`src/rtl/mem_arb_pkg.sv`:
```
// Shared types and encodings for the unified memory-port arbiter.
package mem_arb_pkg;

    typedef enum logic [1:0] {
        IDLE   = 2'b00,
        ACCESS = 2'b01,
        RESP   = 2'b10
    } state_t;

    typedef enum logic [1:0] {
        NONE  = 2'b00,
        CORE  = 2'b01,
        DEBUG = 2'b10
    } owner_t;

    // Matches the core's memwrite encoding
    localparam logic [1:0] MW_READ  = 2'b00;
    localparam logic [1:0] MW_WORD  = 2'b01;
    localparam logic [1:0] MW_BYTE  = 2'b10;
    localparam logic [1:0] MW_DWORD = 2'b11;

    localparam logic [7:0] BE_ALL = 8'hFF;

endpackage

```
`src/rtl/mem_lane_gen.sv`:
```
// Size code + low address bits -> byte enables, lane-replicated store data, misalign flag.
module mem_lane_gen
    import mem_arb_pkg::*;
(
    input  logic [1:0]  i_we,
    input  logic [2:0]  i_addr,
    input  logic [63:0] i_wdata,
    output logic [7:0]  o_be,
    output logic [63:0] o_wdata,
    output logic        o_misalign
);

    always_comb begin
        o_be       = BE_ALL;
        o_wdata    = i_wdata;
        o_misalign = 1'b0;
        case (i_we)
            MW_WORD: begin
                o_be       = i_addr[2] ? 8'hF0 : 8'h0F;
                o_wdata    = {2{i_wdata[31:0]}};
                o_misalign = (i_addr[1:0] != 2'b00);
            end
            MW_BYTE: begin
                o_be    = 8'h01 << i_addr;
                o_wdata = {8{i_wdata[7:0]}};
            end
            MW_DWORD: begin
                o_misalign = (i_addr != 3'b000);
            end
            default: ;
        endcase
    end

endmodule

```
`src/rtl/mem_port_arbiter.sv`:
```
// Round-robin arbiter sharing one memory port between the core and a debug/DMA requester;
// each access runs issue -> wait for m_ready (or timeout) -> one-cycle response.
module mem_port_arbiter
    import mem_arb_pkg::*;
#(
    parameter int AW      = 32,
    parameter int DW      = 64,
    parameter int TIMEOUT = 15
) (
    input  logic          clk,
    input  logic          reset_n,
    input  logic          c_req,
    input  logic [1:0]    c_we,
    input  logic [AW-1:0] c_addr,
    input  logic [DW-1:0] c_wdata,
    output logic [DW-1:0] c_rdata,
    output logic          c_ack,
    output logic          c_err,
    input  logic          d_req,
    input  logic [1:0]    d_we,
    input  logic [AW-1:0] d_addr,
    input  logic [DW-1:0] d_wdata,
    output logic [DW-1:0] d_rdata,
    output logic          d_ack,
    output logic          d_err,
    output logic          m_en,
    output logic          m_we,
    output logic [7:0]    m_be,
    output logic [AW-1:0] m_addr,
    output logic [DW-1:0] m_wdata,
    input  logic [DW-1:0] m_rdata,
    input  logic          m_ready,
    output logic          stall,
    output logic [1:0]    owner
);

    localparam int CW = $clog2(TIMEOUT + 1);

    state_t          r_state;
    state_t          w_state_nxt;
    owner_t          r_owner;
    owner_t          r_last_owner;
    owner_t          w_grant;
    logic [CW-1:0]   r_cnt;
    logic            r_err;
    logic [DW-1:0]   r_c_rdata;
    logic [DW-1:0]   r_d_rdata;
    logic            w_any_req;
    logic            w_grant_core;
    logic [1:0]      w_sel_we;
    logic [AW-1:0]   w_sel_addr;
    logic [DW-1:0]   w_sel_wdata;
    logic [7:0]      w_be;
    logic [DW-1:0]   w_wdata_rep;
    logic            w_misalign;
    logic            w_timeout;

    // Tie goes to whoever was not served last
    assign w_any_req    = c_req | d_req;
    assign w_grant_core = c_req & (~d_req | (r_last_owner == DEBUG));
    assign w_grant      = w_grant_core ? CORE : DEBUG;
    assign w_sel_we     = w_grant_core ? c_we    : d_we;
    assign w_sel_addr   = w_grant_core ? c_addr  : d_addr;
    assign w_sel_wdata  = w_grant_core ? c_wdata : d_wdata;
    assign w_timeout    = (r_cnt == CW'(TIMEOUT - 1)) & ~m_ready;

    mem_lane_gen u_lane_gen (
        .i_we       (w_sel_we),
        .i_addr     (w_sel_addr[2:0]),
        .i_wdata    (w_sel_wdata),
        .o_be       (w_be),
        .o_wdata    (w_wdata_rep),
        .o_misalign (w_misalign)
    );

    always_ff @(posedge clk or negedge reset_n) begin
        if (!reset_n) begin
            r_state <= IDLE;
        end else begin
            r_state <= w_state_nxt;
        end
    end

    always_comb begin
        w_state_nxt = r_state;
        case (r_state)
            IDLE:    if (w_any_req) w_state_nxt = w_misalign ? RESP : ACCESS;
            ACCESS:  if (m_ready || w_timeout) w_state_nxt = RESP;
            RESP:    w_state_nxt = IDLE;
            default: w_state_nxt = IDLE;
        endcase
    end

    always_ff @(posedge clk or negedge reset_n) begin
        if (!reset_n) begin
            r_owner      <= NONE;
            r_last_owner <= DEBUG;
            r_cnt        <= '0;
            r_err        <= 1'b0;
            r_c_rdata    <= '0;
            r_d_rdata    <= '0;
            m_en         <= 1'b0;
            m_we         <= 1'b0;
            m_be         <= '0;
            m_addr       <= '0;
            m_wdata      <= '0;
        end else begin
            case (r_state)
                IDLE: begin
                    if (w_any_req) begin
                        r_owner      <= w_grant;
                        r_last_owner <= w_grant;
                        r_cnt        <= '0;
                        r_err        <= w_misalign;
                        if (w_misalign) begin
                            if (w_grant_core) r_c_rdata <= '0;
                            else              r_d_rdata <= '0;
                        end else begin
                            m_en    <= 1'b1;
                            m_we    <= (w_sel_we != MW_READ);
                            m_be    <= w_be;
                            m_addr  <= {w_sel_addr[AW-1:3], 3'b000};
                            m_wdata <= w_wdata_rep;
                        end
                    end
                end
                ACCESS: begin
                    if (m_ready) begin
                        m_en  <= 1'b0;
                        m_we  <= 1'b0;
                        r_err <= 1'b0;
                        if (!m_we) begin
                            if (r_owner == CORE) r_c_rdata <= m_rdata;
                            else                 r_d_rdata <= m_rdata;
                        end
                    end else if (w_timeout) begin
                        m_en  <= 1'b0;
                        m_we  <= 1'b0;
                        r_err <= 1'b1;
                        if (r_owner == CORE) r_c_rdata <= '0;
                        else                 r_d_rdata <= '0;
                    end else begin
                        r_cnt <= r_cnt + 1'b1;
                    end
                end
                RESP: begin
                    r_owner <= NONE;
                    r_cnt   <= '0;
                end
                default: ;
            endcase
        end
    end

    assign c_ack   = (r_state == RESP) && (r_owner == CORE);
    assign d_ack   = (r_state == RESP) && (r_owner == DEBUG);
    assign c_err   = c_ack & r_err;
    assign d_err   = d_ack & r_err;
    assign c_rdata = r_c_rdata;
    assign d_rdata = r_d_rdata;
    assign stall   = c_req & ~c_ack;
    assign owner   = r_owner;

endmodule

```
`config.mk`:
```
export PLATFORM = sky130hd
export DESIGN_NAME = mem_port_arbiter
export DESIGN_NICKNAME = d
export VERILOG_FILES = /design/src/rtl/mem_arb_pkg.sv /design/src/rtl/mem_lane_gen.sv /design/src/rtl/mem_port_arbiter.sv
export SDC_FILE = /design/constraint.sdc
export NUM_CORES = 1
export LEC_CHECK = 0
export BUFFER_PORTS_ARGS = -buffer_cell sky130_fd_sc_hd__buf_2
export CAP_MARGIN = 20
export CORE_AREA = 2 2 195 197
export CTS_CLUSTER_SIZE = 16
export DETAILED_ROUTE_END_ITERATION = 10
export DIE_AREA = 0 0 197 199
export PLACE_DENSITY = 0.63
export SLEW_MARGIN = 20
export SYNTH_ARGS = -nofsm -noshare
export SYNTH_HDL_FRONTEND = slang
export SYNTH_SLANG_ARGS = --single-unit
```
`constraint.sdc`:
```
create_clock -name clk -period 7.65 [get_ports clk]
set_input_delay 0 -clock clk [delete_from_list [all_inputs] [get_ports clk]]
set_output_delay 0 -clock clk [all_outputs]
set_load 0.01 [all_outputs]
```
Word level (Yosys, flattened, before mapping)
Cells that the tools add are included.
{ "word_totals": {"register_bits": 242, "output_inout_bits": 241, "elab_cells": 113} }
{ "classes": {"n_addsub": 1, "n_eq_ne": 21, "n_shift": 1, "mux": 48, "n_bitwise": 11, "reduce_logical": 19} }
{ "ops": {"columns": ["operator", "n"], "rows": [
  ["64-bit two-way mux", 17],
  ["64-bit one-hot mux with 2 select lines", 3],
  ["32-bit two-way mux", 1],
  ["2-bit != test, second input constant", 10],
  ["8-bit one-hot mux with 2 select lines", 1],
  ["7-bit AND reduction", 2],
  ["2-bit two-way mux", 6],
  ["4-bit two-way mux", 3],
  ["4-bit one-hot mux with 3 select lines", 1],
  ["2-bit == test, second input constant", 5],
  ["1-bit two-way mux", 9],
  ["8-bit two-way mux", 1],
  ["1-bit one-hot mux with 2 select lines", 4],
  ["2-bit one-hot mux with 2 select lines", 2],
  ["4-bit AND reduction", 2],
  ["2-bit nonzero test", 4],
  ["1-bit by 3-bit << shifter with 8-bit output, first input constant", 1],
  ["2-bit by 1-bit == test with 1-bit output, second input constant", 3],
  ["3-bit != test, second input constant", 2],
  ["2-bit AND reduction", 3],
  ["3-bit AND reduction", 2],
  ["3-bit nonzero test", 2],
  ["1-bit AND", 5],
  ["4-bit by 1-bit adder with 4-bit output, second input constant", 1],
  ["other kinds (6)", 11]
]} }

Depth between registers and ports, before layout
{ "logic_depth": {"depth_word": 9, "mapped_depth": 16, "depth_no_buf": 10} }

By module
From an unflattened synthesis, not the netlist that was laid out.
{ "hier_totals": {"hier_cells": 1303, "hier_area_um2": 12029.0} }
{ "modules_own_cells": {"columns": ["module", "n_inst", "cells_per_inst", "area_per_inst_um2", "seq_area_each_um2"], "rows": [
  ["mem_port_arbiter", 1, 1120, 10941.7, 6057.1],
  ["mem_lane_gen", 1, 183, 1087.3, 0.0]
]} }

Worst setup path after synthesis
OpenSTA, ideal clock, no wires.
{ "synth_timing": {"path_kind": "register to register", "startpoint": "register r_last_owner[1]", "endpoint": "register r_c_rdata[0] (netlist: c_rdata[0])", "arrival_ps": 3381, "required_ps": 7522, "path_slack_ps": 4141, "stages_incl_launch_ff": 17, "path_buffers": 6, "period_less_slack_ps": 3509, "cell_sequence": "dfstp_2 -> nor2b_2 -> o21ai_2 -> buf_2 -> buf_2 -> buf_4 -> buf_2 -> nand2_1 -> nand2_1 -> inv_1 -> ha_1 -> o311ai_1 -> a31oi_1 -> buf_4 -> o211ai_4 -> buf_4 -> mux2_1"} }
{ "synth_between": {"elab_chain_cells": 8, "word_cells_on_any_way": 13, "classes_between": "eq/ne: 5; mux: 3; bitwise: 2; reduce/logical: 3"} }
{ "synth_lines": {"columns": ["element", "line_no", "source"], "rows": [
  ["start, declared", "mem_port_arbiter.sv:42", "owner_t r_last_owner;"],
  ["start signal, assigned", "mem_port_arbiter.sv:112", "r_last_owner <= w_grant;"],
  ["2-bit == test *", "mem_port_arbiter.sv:60", "assign w_grant_core = c_req & (~d_req | (r_last_owner == DEBUG));"],
  ["1-bit bitwise OR *", "mem_port_arbiter.sv:60", null],
  ["1-bit AND *", "mem_port_arbiter.sv:60", null],
  ["2-bit two-way mux / 32-bit two-way mux (equally long branches)", "mem_port_arbiter.sv:62, mem_port_arbiter.sv:63", null],
  ["2-bit == test (tied with other cells)", "mem_lane_gen.sv:17", "case (i_we)"],
  ["1-bit one-hot mux with 2 select lines", "mem_lane_gen.sv:17", null],
  ["2-bit != test (no source line)", null, null],
  ["7-bit AND reduction (no source line) *", null, null],
  ["end signal, assigned", "mem_port_arbiter.sv:133", "if (r_owner == CORE) r_c_rdata <= m_rdata;"],
  ["end, declared", "mem_port_arbiter.sv:46", "logic [DW-1:0] r_c_rdata;"]
]} }
Every way passes the cells marked *; elsewhere a longest branch is shown, timed or not.
A chain may end at the register's enable or synchronous reset.

Final worst setup path
{ "layout_timing": {"startpoint": "register r_last_owner[1]", "endpoint": "register r_c_rdata[48] (netlist: c_rdata[48])"} }
The elaborated chain is that of the path after synthesis.

==> impl_metrics.env <==
export IMPL_fmax_ghz=0.2213
export IMPL_r2r_start="r_last_owner[1]$_DFFE_PN1P_"
export IMPL_critPathRequiredTime_ps=8060
export IMPL_clk_path_buf_depth=3
export IMPL_ir_drop_v=0.0001984
export IMPL_finalMaxSlewViolations=0
export IMPL_grt_usage=0.2087
export IMPL_worstPathMaxFanout=64
export IMPL_yosysWarnings=0
export IMPL_syn_avg_cell_area_sq_um=11.79
export IMPL_status="finished, final reports clean"
export IMPL_clock_tree_root_cell="clkbuf_16"
export IMPL_slew_headroom=0.2057
export IMPL_drt_met1_wl_um=15990
export IMPL_grt_ovfl_total=0
export IMPL_first_iter_violations=487
export IMPL_place_inst=1917
export IMPL_synth_edf_count=0
export IMPL_ioPinCount=506
export IMPL_die_area_sq_mm=0.03920
export IMPL_wirelength_um=42530
export IMPL_hold_slack_ps=22.99
export IMPL_p_total_uw=6290
export IMPL_ys_seq_area_frac=0.5123
export IMPL_ys_seq_elements=242
export IMPL_routedWlPerCell_um=19.53
export IMPL_drive_gt1_frac=0.4113
export IMPL_synth_cells=1003
export IMPL_hpwl_um=28820
export IMPL_leakage_uw=0.009061
export IMPL_die_h_um=199
export IMPL_synth_top_area_frac=0.5101
export IMPL_clk_latency_ps=550
export IMPL_setup_tns_ps=0
export IMPL_wl_met3_um=3375
export IMPL_start_util=0.3184
export IMPL_rsz0062_at_grt="false"
export IMPL_worst_pin_slew_ps=1158
export IMPL_cap_violations=0
export IMPL_cts_resized=0
export IMPL_fin_crit_sh=0.5908
export IMPL_firstDrtPassIters=5
export IMPL_grt_pass1_wl_um=63790
export IMPL_clk_pin_slew_worst_paths_ps=70
export IMPL_finalNetCount=1952
export IMPL_via_per_inst=5.031
export IMPL_highest_layer="met4"
export IMPL_numClockSinks=242
export IMPL_antenna_found_initial=2
export IMPL_powerDensity_mw_per_mm2=353.7
export IMPL_synth_most_common_cell="dfrtp_1"
export IMPL_hp_class="in -> reg"
export IMPL_design_area_sq_mm=0.01779
export IMPL_port_buffers=502
export IMPL_synthTopCellsByCount="241 x dfrtp_1, 125 x mux2_2, 101 x o21ai_0"
export IMPL_critPathArrivalTime_ps=4930
export IMPL_ys_types=50
export IMPL_cp_end_kind="register"
export IMPL_yosys_area_top_type="dfrtp_1"
export IMPL_worst_path_most_repeated_cell="buf_4"
export IMPL_crit_slowest_cell="buf_4"
export IMPL_placed_area_sq_mm=0.01474
export IMPL_syn_area_sq_mm=0.01182
export IMPL_die_x_um=197
export IMPL_grt_max_degree=157
export IMPL_row_count=71
export IMPL_grt_pass1_vias=11420
export IMPL_cp_startpoint="r_last_owner[1]$_DFFE_PN1P_"
export IMPL_async_flop_share=1.000
export IMPL_drcViolationCount=0
export IMPL_finalHoldViolations=0
export IMPL_fin_crit_ps=4519
export IMPL_ys_flop_type="dfrtp_1"
export IMPL_gp_congestion=0.8830
export IMPL_cts_tree="yes"
export IMPL_path_cells="nor2b_2 -> o21a_2 -> mux2i_1 -> inv_1 -> ha_2 -> o311ai_1 -> a31oi_4 -> buf_4 -> o211ai_4 -> buf_4 -> mux2_1"
export IMPL_stdcell_count=2178
export IMPL_ant_nets=0
export IMPL_cts_made_buffers=27
export IMPL_vias=10960
export IMPL_coreArea_sq_mm=0.03713
export IMPL_cpPeakStageDelay_ps=700
export IMPL_synth_area_leaders="dfrtp_1 51%, mux2_2 12%, mux2_1 6.2%, mux2i_1 5.9%, and2_1 4.4%"
export IMPL_area_delta_synth_final_pct=50.43
export IMPL_setup_viol=0
export IMPL_htreeDepth=1
export IMPL_crit_type="reg -> reg"
export IMPL_skew_ps=10.67
export IMPL_start_kind="register"
export IMPL_wl_met2_um=20880
export IMPL_hold_start="d_wdata[20]"
-- sequential cells by signal, indices dropped and copies added, names as in the netlist, 4 cells and up --
name     flops
c_rdata     64
d_rdata     64
m_wdata     64
m_addr      29
m_be         8
r_cnt        4
-- placed cells by master (no fill, tap or decap), drive strengths merged, types with 5 or more instances in the layout --
master,count
nand2b,10
nor2b,6
inv,11
o22ai,31
o21ai,104
clkinv,5
mux2,190
buf,519
a21oi,5
nor2,10
mux2i,70
a41oi,21
clkbuf,39
a31oi,9
a211oi,24
nand3,43
and2,90
nand2,16
ha,6
dfrtp,241
dlygate4sd3,209
-- final cells by class --
cell class / count / area (sq um)
Antenna cell: 2 / 5.005
Sequential cell: 242 / 6057
Multi-Input combinational cell: 671 / 5388
Clock buffer: 39 / 780.7
Inverter: 11 / 41.29
Timing Repair Buffer: 728 / 4755
Tap cell: 474 / 593.1
Clock inverter: 11 / 167.7
Fill cell: 3430 / 19350
-- path summary, 6_finish.rpt --
kind,endpoint,slack (ps),depth (start not counted)
worst min register to register,c_rdata[41]$_DFFE_PN0P_,480,1
worst min-delay path,m_wdata[52]$_DFFE_PN0P_,20,4
max in group asynchronous,c_rdata[23]$_DFFE_PN0P_,6260,3
worst max-delay path,c_rdata[48]$_DFFE_PN0P_,3130,11
min in group asynchronous,m_wdata[44]$_DFFE_PN0P_,50,2
worst max register to register,c_rdata[48]$_DFFE_PN0P_,3130,11
-- metrics by stage --
stage,util,setup WS (ps)
after floorplan,-,4141
after global placement,0.3970,3286
after detailed placement,0.3970,3206
after CTS,0.4789,3171
after global routing,0.4790,2892
final,0.4790,3131
-- worst max-delay path: cells and delay by family, from the launching register on --
kind                       cells  cell delay, ps
AOI/OAI and AO/OA              4             930
DFF                            1             520
buffers and inverters          3            1160
muxes                          2             900
adders and majority gates      1             480
and+or+nand+nor                1             230
-- kinds of logic after synthesis --
group / after synthesis / synth area share
other: 1 / 0.0003172
AND/OR/NAND/NOR: 188 / 0.09027
buffers and inverters: 92 / 0.03640
AO/OA/AOI/OAI: 214 / 0.1142
adder cells (fa/ha/maj): 6 / 0.006349
multiplexers: 260 / 0.2402
flip-flops: 242 / 0.5123
-- metal layers --
layer / vias to the layer above / global-route usage
met5: - / 0
met4: 0 / 0.1156
met3: 123 / 0.05036
met2: 514 / 0.3640
met1: 5314 / 0.2351
li1: 5007 / -
-- report_power, final --
group / switching [uW] / total [uW] / internal, uW
Sequential: 312 / 2160 / 1850
Combinational: 1470 / 2740 / 1270
Clock: 545 / 1390 / 844
Total: 2330 / 6290 / 3960
-- timing repair --
action	CTS	global route
hold buffers	209	0
buffers inserted	0	0
endpoints found under the hold margin	294	0
(Power assumes the default switching activity.)
